$ cat src/rtl/score_display.sv
// Signed 32-bit score to 8-digit multiplexed seven-segment display via double-dabble.
// Optional SCORE_DISPLAY_BLANK_EN blanks leading zeros and floats the minus sign.
module score_display #(
    parameter int REFRESH_DIV = 50000
) (
    input  logic        clock,
    input  logic        resetn,
    input  logic [31:0] score,
    output logic [6:0]  seg,
    output logic [7:0]  an,
    output logic        busy
);

    typedef enum logic [1:0] {
        IDLE,
        SHIFT,
        DONE
    } state_t;

    localparam int CW = (REFRESH_DIV > 1) ? $clog2(REFRESH_DIV) : 1;
    localparam logic [CW-1:0] RMAX = CW'(REFRESH_DIV - 1);

    localparam logic [3:0] C_MINUS = 4'd10;
    localparam logic [3:0] C_BLANK = 4'd15;

    state_t           state;
    state_t           state_nxt;
    logic [31:0]      last_score;
    logic [31:0]      mag;
    logic             neg;
    logic [39:0]      bcd;
    logic [39:0]      bcd_adj;
    logic [4:0]       cnt;
    logic [7:0][3:0]  digits;
    logic             sign;
    logic             sat_pos;
    logic             sat_neg;
    logic [CW-1:0]    rcnt;
    logic [2:0]       idx;
    logic [3:0]       code;

    function automatic logic [6:0] glyph(input logic [3:0] c);
        logic [6:0] g;
        case (c)
            4'd0:    g = 7'h40;
            4'd1:    g = 7'h79;
            4'd2:    g = 7'h24;
            4'd3:    g = 7'h30;
            4'd4:    g = 7'h19;
            4'd5:    g = 7'h12;
            4'd6:    g = 7'h02;
            4'd7:    g = 7'h78;
            4'd8:    g = 7'h00;
            4'd9:    g = 7'h10;
            C_MINUS: g = 7'h3F;
            default: g = 7'h7F;
        endcase
        return g;
    endfunction

    always_ff @(posedge clock or negedge resetn) begin
        if (!resetn) state <= IDLE;
        else         state <= state_nxt;
    end

    always_comb begin
        state_nxt = state;
        unique case (state)
            IDLE:    if (score != last_score) state_nxt = SHIFT;
            SHIFT:   if (cnt == 5'd31) state_nxt = DONE;
            DONE:    state_nxt = IDLE;
            default: state_nxt = IDLE;
        endcase
    end

    assign busy = (state != IDLE);

    always_comb begin
        bcd_adj = bcd;
        for (int i = 0; i < 10; i++) begin
            if (bcd[4*i +: 4] >= 4'd5) bcd_adj[4*i +: 4] = bcd[4*i +: 4] + 4'd3;
        end
    end

    // Clamp to what fits: 8 digits positive, 7 digits plus sign negative.
    assign sat_pos = !neg && (bcd[39:32] != 8'd0);
    assign sat_neg = neg && (bcd[39:28] != 12'd0);

    always_ff @(posedge clock or negedge resetn) begin
        if (!resetn) begin
            last_score <= '0;
            mag        <= '0;
            neg        <= 1'b0;
            bcd        <= '0;
            cnt        <= '0;
            digits     <= '0;
            sign       <= 1'b0;
        end else begin
            unique case (state)
                IDLE: begin
                    if (score != last_score) begin
                        last_score <= score;
                        mag        <= score[31] ? (~score + 32'd1) : score;
                        neg        <= score[31];
                        bcd        <= '0;
                        cnt        <= '0;
                    end
                end
                SHIFT: begin
                    bcd <= {bcd_adj[38:0], mag[31]};
                    mag <= {mag[30:0], 1'b0};
                    cnt <= cnt + 5'd1;
                end
                DONE: begin
                    sign <= neg;
                    for (int i = 0; i < 8; i++) begin
                        if (sat_pos || (sat_neg && i < 7)) digits[i] <= 4'd9;
                        else if (neg && i == 7)            digits[i] <= 4'd0;
                        else                               digits[i] <= bcd[4*i +: 4];
                    end
                end
                default: ;
            endcase
        end
    end

    always_ff @(posedge clock or negedge resetn) begin
        if (!resetn) begin
            rcnt <= '0;
            idx  <= '0;
        end else if (rcnt == RMAX) begin
            rcnt <= '0;
            idx  <= idx + 3'd1;
        end else begin
            rcnt <= rcnt + CW'(1);
        end
    end

`ifdef SCORE_DISPLAY_BLANK_EN
    logic [2:0] msd;

    always_comb begin
        msd = 3'd0;
        for (int i = 1; i < 8; i++) begin
            if (digits[i] != 4'd0) msd = 3'(i);
        end
    end

    // Minus sits just left of the most significant shown digit.
    always_comb begin
        code = digits[idx];
        if (idx > msd) begin
            if (sign && idx == msd + 3'd1) code = C_MINUS;
            else                           code = C_BLANK;
        end
    end
`else
    always_comb begin
        code = digits[idx];
        if (sign && idx == 3'd7) code = C_MINUS;
    end
`endif

    always_ff @(posedge clock or negedge resetn) begin
        if (!resetn) begin
            an  <= 8'hFE;
            seg <= 7'h40;
        end else begin
            an  <= ~(8'd1 << idx);
            seg <= glyph(code);
        end
    end

endmodule

$ cat config.mk
export PLATFORM = sky130hd
export DESIGN_NAME = score_display
export DESIGN_NICKNAME = d
export VERILOG_FILES = /design/src/rtl/score_display.sv
export SDC_FILE = /design/constraint.sdc
export NUM_CORES = 1
export LEC_CHECK = 0
export CAP_MARGIN = 15
export CORE_MARGIN = 8
export CORE_UTILIZATION = 58
export CTS_CLUSTER_DIAMETER = 200
export DETAILED_ROUTE_END_ITERATION = 10
export PLACE_DENSITY_LB_ADDON = 0.3
export SYNTH_ARGS = -nofsm -noshare
export SYNTH_HDL_FRONTEND = slang
export SYNTH_SLANG_ARGS = --single-unit
$ cat constraint.sdc
create_clock -name clock -period 2.25 [get_ports clock]
set_input_delay 0.3375 -clock clock [delete_from_list [all_inputs] [get_ports clock]]
set_output_delay 0.3375 -clock clock [all_outputs]
set_load 0.05 [all_outputs]
# [After elaboration in Yosys (flattened, before gate mapping)]
# Memory sizes are Yosys's and may differ from the RTL's. A register that Yosys moved wholly into a read port is not among the register bits.
# Index checks and enable logic that the tools add are counted.
[totals] regBits=172 rom_bits=112 in_bits=34 output_inout_bits=16 elab_cells=102 mem_count=1
[memory_table] memory="(no name shown)" words=16 width=7 rd=1 rd_ports_with_merged_regs=1 write_ports=0 line="44" text="case (c)"
[classes] addsub=14 magnitude_cmp=11 eq_ne=8 n_shift=1 mux=33 bitwise=2 n_reduce_logical=14
[op_table] op="2-to-1 mux 4 bit" n=20
[op_table] op="case mux 40 bit (2 select lines)" n=1
[op_table] op="2-to-1 mux 32 bit" n=2
[op_table] op="case mux 32 bit (2 select lines)" n=1
[op_table] op=">= comparator 4 x 3 -> 1 bit, second input constant" n=10
[op_table] op="2-to-1 mux 40 bit" n=1
[op_table] op="adder 4 x 2 -> 4 bit, second input constant" n=9
[op_table] op="adder 32 x 1 -> 32 bit, second input constant" n=1
[op_table] op="!= test 32 bit" n=1
[op_table] op="NOT 32 bit" n=1
[op_table] op="adder 16 x 1 -> 16 bit, second input constant" n=1
[op_table] op="== test 16 bit, second input constant" n=1
[op_table] op="2-to-1 mux 16 bit" n=1
[op_table] op="binary-select mux 4 bit (select 3 bit)" n=1
[op_table] op="nonzero test 12 bit" n=1
[op_table] op="case mux 5 bit (2 select lines)" n=1
[op_table] op="NOT 8 bit" n=1
[op_table] op="nonzero test 8 bit" n=1
[op_table] op="<< shifter 1 x 3 -> 8 bit, first input constant" n=1
[op_table] op="AND reduction 2 bit" n=3
[op_table] op="adder 5 x 1 -> 5 bit, second input constant" n=1
[op_table] op="== test 5 bit, second input constant" n=1
[op_table] op="2-to-1 mux 5 bit" n=1
[op_table] op="less-than comparator 3 x 4 -> 1 bit, second input constant" n=1
[op_table] op="14 further kinds" n=20

# [Depth between registers and ports, before layout]
[logic_depth] depth_word=5 mapped_depth=9 ltp_nobuf=9

# [Least setup slack after synthesis]
# No wires, ideal clock.
[synth_path] path_type="register to register" start="reg idx[0]" end="reg seg[0]" setup_time_ns=0.140 arrival_time_ns=1.921 required_time_ns=2.110 setup_slack_ns=0.189 path_stages_with_launch=8 n_path_buf=2 synth_period_minus_slack_ns=2.061 path_cell_list="dfrtp_1 -> buf_2 -> mux4_2 -> and3_1 -> a31oi_2 -> buf_4 -> mux2i_1 -> a21oi_1"
[synth_via] elab_chain_len=3 word_cells_on_any_way=5 cone_classes="1 x eq/ne; 3 x mux; 1 x reduce/logical"
[synth_rtl] element="start: declaration" line="39" text="logic [2:0] idx;"
[synth_rtl] element="start signal: assignment" line="133" text="idx <= idx + 3'd1;"
[synth_rtl] element="binary-select mux 4 bit (select 3 bit) / == test 3 bit (equally long branches)" line="159, 160"
[synth_rtl] element="2-to-1 mux 4 bit (not written as such) / logical AND 1 bit (equally long branches)" line="159, 160"
[synth_rtl] element="2-to-1 mux 4 bit (*)" line="160" text="if (sign && idx == 3'd7) code = C_MINUS;"
[synth_rtl] element="end: declaration" line="9" text="output logic [6:0] seg,"
# Mark *: on every way between the ends. The rest lies on a longest branch, timed or not. The select of a mux whose other input is x is not followed.
# A chain may end at the register's enable or synchronous reset.

# [Worst setup path in the final report]
[layout_path] start="in score[1]" end="reg mag[30]"
[layout_via] elab_chain_len=5 word_cells_on_any_way=8 cone_classes="1 x add/sub; 2 x eq/ne; 3 x mux; 1 x bitwise; 1 x reduce/logical"
[layout_rtl] element="start: declaration" line="8" text="input logic [31:0] score,"
[layout_rtl] element="NOT 32 bit" line="103" text="mag <= score[31] ? (~score + 32'd1) : score;"
[layout_rtl] element="adder 32 x 1 -> 32 bit" line="103"
[layout_rtl] element="2-to-1 mux 32 bit" line="103"
[layout_rtl] element="2-to-1 mux 32 bit" line="101" text="if (score != last_score) begin"
[layout_rtl] element="case mux 32 bit (2 select lines)" line="99" text="unique case (state)"
[layout_rtl] element="end signal: assignment" line="103"
[layout_rtl] element="end signal: assignment" line="111" text="mag <= {mag[30:0], 1'b0};"
[layout_rtl] element="end: declaration" line="29" text="logic [31:0] mag;"
# Parallel ways exist; a longest one is shown, timed or not. The select of a mux whose other input is x is not followed.

==> metrics <==
clock tree from TritonCTS done; Final Routed Wirelength 20600 µm; Synth warnings 0; weighted congestion reported at the end of routability-driven placement 0.891; async set-or-reset flop fraction in the synthesized netlist 100%; Layout Skew about 0.0084 ns; first-pass detailed-route iteration total 4; drc violations 0; area of the placeable core 0.0159 mm²; status complete, no violations; unique cell type count in the Yosys netlist approximately 60; routed length per instance 16.8 µm; Final Power a little over 0.008 W; synth-to-layout area growth 19.8%; flops & latches, synth about 180; leading cell types in the layout, fill and taps excluded sky130_fd_sc_hd__dfrtp_1 (170), sky130_fd_sc_hd__nand2_1 (108), sky130_fd_sc_hd__buf_4 (69), sky130_fd_sc_hd__a21oi_1 (54), sky130_fd_sc_hd__xnor2_1 (54); number of I/O port buffers 49; Worst setup EP type flip-flop; clock-pin slew on the worst setup and hold paths 0.06 ns; Inserted Diodes 0; total via count after detailed routing 6943; launching element type of the critical path primary input; global-route usage over all layers 21.5%; headroom to the max-slew limit 60.1%; I/O pin count 50; Max Freq 0.465 GHz; pre-CTS worst setup slack -0.295 ns; share of synthesized area occupied by flip-flops and latches 47.4%; Die Footprint 0.0206 mm²; critical path fanouts, max 5; net switching power 0.00219 W; nets in the synthesized netlist 978; half-perimeter wire length of the detailed placement result 14100 µm; count of antenna-violating nets left after detailed routing 0; number of fill cells in the layout 1123; Peak VDD IR between 500 and 600 µV; vias in the first global route 7069; Final period util 95.5%; num rows 46; post-detailed-route via-to-cell ratio approximately 5.6; Sequential Power Share ~45%; antenna violations before repair 0; Worst-Margin Slew 0.599 ns; proportion of layout cells with a drive suffix above 1 17.0%; CTS buffer count 17; type of the most critical hold path primary input to async pin; effective utilization at floorplan about three fifths; Finish-stage setup viols 0; slack of the critical path 0.101 ns; cell area after technology mapping 0.00941 mm²; combinational share of power 17.6%; clock sink count 178; commonest non-fill, non-tap cell in the layout sky130_fd_sc_hd__dfrtp_1; number of nets in the finished design around 1100; multi-input logic area 0.00464 mm²; total power density per cell area 738 mW/mm²; number of buffers added for setup after CTS 0; switching part of the total 26.3%; class of the most critical setup path primary input to flip-flop; Skew-Pair Late Insertion Delay between 0.4 and 0.5 ns; maximum buffer depth of the clock tree 2; global-route wire length before repair 35000 µm; Iter 0 DRT Violations 447; number of instances in the synthesized netlist 906; maximum number of pins on one net before global-route repair roughly 110; max-cap check violation count 0; time the final worst path needs with I/O delays and setup 2.15 ns; dominant synthesized flop cell sky130_fd_sc_hd__dfrtp_1; total congestion overflow 0; Die Width approximately 140 µm; leakage dissipation 4.89 nW; final max-slew violation count 0; Fin. Hold Viols 0; Worst EP arrival roughly 2.5 ns; synthesized area per cell 10.4 µm²; Max H-tree Level 4; Post-synth EDFFs 0; clock root buffer master sky130_fd_sc_hd__clkbuf_16; internal power 0.00613 W; floorplan die height 143 µm; sequential cell area between 0.004 and 0.005 mm²; Data required, critical path 2.55 ns; fraction of power consumed by the clock network 37.4%
[synth_stat cells, types with 4 or more instances]
| cell | instances | share of area, % |
|---|---|---|
| sky130_fd_sc_hd__and2_1 | 21 | 1.4 |
| sky130_fd_sc_hd__a21oi_1 | 54 | 2.9 |
| sky130_fd_sc_hd__mux2_1 | 4 | 0.48 |
| sky130_fd_sc_hd__xnor2_1 | 54 | 5.0 |
| sky130_fd_sc_hd__nand3_1 | 13 | 0.69 |
| sky130_fd_sc_hd__o221a_2 | 4 | 0.48 |
| sky130_fd_sc_hd__a211oi_1 | 12 | 0.96 |
| sky130_fd_sc_hd__o22ai_1 | 22 | 1.5 |
| sky130_fd_sc_hd__clkbuf_1 | 34 | 1.4 |
| sky130_fd_sc_hd__mux2_2 | 28 | 3.4 |
| sky130_fd_sc_hd__dfstp_2 | 8 | 2.2 |
| sky130_fd_sc_hd__o21ai_0 | 44 | 2.3 |
| sky130_fd_sc_hd__o32ai_1 | 9 | 0.84 |
| sky130_fd_sc_hd__and3_1 | 8 | 0.53 |
| sky130_fd_sc_hd__mux4_2 | 8 | 1.9 |
| sky130_fd_sc_hd__buf_2 | 10 | 0.53 |
| sky130_fd_sc_hd__nand4_1 | 10 | 0.66 |
| sky130_fd_sc_hd__o31ai_1 | 13 | 1.0 |
| sky130_fd_sc_hd__nand2b_1 | 14 | 0.93 |
| sky130_fd_sc_hd__o41ai_1 | 4 | 0.37 |
| sky130_fd_sc_hd__a22o_1 | 17 | 1.6 |
| sky130_fd_sc_hd__o22a_1 | 7 | 0.65 |
| sky130_fd_sc_hd__nand2_1 | 108 | 4.3 |
| sky130_fd_sc_hd__ha_1 | 38 | 5.1 |
| sky130_fd_sc_hd__mux2i_1 | 15 | 1.6 |
| sky130_fd_sc_hd__inv_1 | 30 | 1.2 |
| sky130_fd_sc_hd__dfrtp_1 | 170 | 45 |
| sky130_fd_sc_hd__nor2_1 | 52 | 2.1 |
| sky130_fd_sc_hd__o32a_1 | 7 | 0.74 |
| sky130_fd_sc_hd__xor2_1 | 42 | 3.9 |
[registers in the layout, indices dropped and copies added, names as in the netlist]
name,flops
bcd,40
digits,32
last_score,32
mag,32
rcnt,16
an,8
seg,7
cnt,5
idx,3
state,2
sign,1
[area by class of cell]
type | count | share of cell area, %
well taps | 216 | 2.40
clock inverters | 8 | 1.11
repair buffers | 126 | 10.3
inverters | 31 | 1.03
multi-input cells | 648 | 41.1
clock buffers | 24 | 4.45
flip-flops and latches | 178 | 39.6
[power groups by stage]
stage          clock network (W)  logic, W  registers, W
6_report                 0.00311   0.00147       0.00374
5_1_grt                  0.00329   0.00161       0.00378
4_1_cts                  0.00316   0.00147       0.00374
3_5_place_dp                   0   0.00145       0.00379
3_3_place_gp                   0   0.00142       0.00377
2_1_floorplan                  0  0.000762       0.00394
[path summary, 6_finish.rpt]
path / cells past startpoint / slack (ns) / endpoint / from
worst max-delay path: 10 / 0.10 / mag[30] / score[1]
worst min-delay path: 3 / 0.46 / last_score[1] / resetn
worst max register to register: 8 / 0.10 / seg[1] / idx[0]
worst min register to register: 2 / 0.48 / digits[21] / digits[21]
max in group asynchronous: 3 / 1.26 / bcd[30] / resetn
min in group clock: 2 / 0.48 / digits[21] / digits[21]
[cell families after synthesis]
family | synth area share (%)
AOI/OAI and AO/OA | 14.4
DFF | 47.4
buffers and inverters | 3.56
xor gates and xnor gates | 8.93
and+or+nand+nor | 13.3
adders and majority gates | 5.05
muxes | 7.34
[metal layers]
layer	wire (µm)	GRT usage, %	up-vias
met2	10300	36.1	137
met5	0	0	-
li1	-	-	3376
met3	837	4.68	32
met1	9130	26.7	3398
met4	397	7.91	0
[worst max-delay path, stage by stage]
cell,delay (ns)
sky130_fd_sc_hd__clkdlybuf4s50_1,0.50
sky130_fd_sc_hd__inv_1,0.12
sky130_fd_sc_hd__ha_1,0.16
sky130_fd_sc_hd__nor3b_1,0.21
sky130_fd_sc_hd__buf_4,0.16
sky130_fd_sc_hd__nand4b_4,0.12
sky130_fd_sc_hd__nand3b_1,0.25
sky130_fd_sc_hd__o31ai_2,0.26
sky130_fd_sc_hd__xor2_1,0.22
sky130_fd_sc_hd__mux2i_1,0.10
[per-stage QoR]
stage | instances | util [%] | hold WS, ns | instance area (µm²) | setup TNS (ns)
floorplan | 906 | - | 0.0419 | 9410 | 0
global placement | 1198 | 66.9 | 0.365 | 10600 | -10.96
detailed placement | 1198 | 66.9 | 0.363 | 10600 | -11.54
CTS | 1231 | 70.9 | 0.467 | 11300 | 0
global route | 1231 | 71.0 | 0.478 | 11300 | -0.00233
finish | 1231 | 71.0 | 0.460 | 11300 | 0
[timing repair]
action                                  4_1_cts  5_1_grt
gates resized for setup                       0        4
hold endpoints to repair                     74        0
hold buffers                                  1        0
endpoints found under the setup margin        0        7
Note: power is estimated with default switching activity, not from simulation.
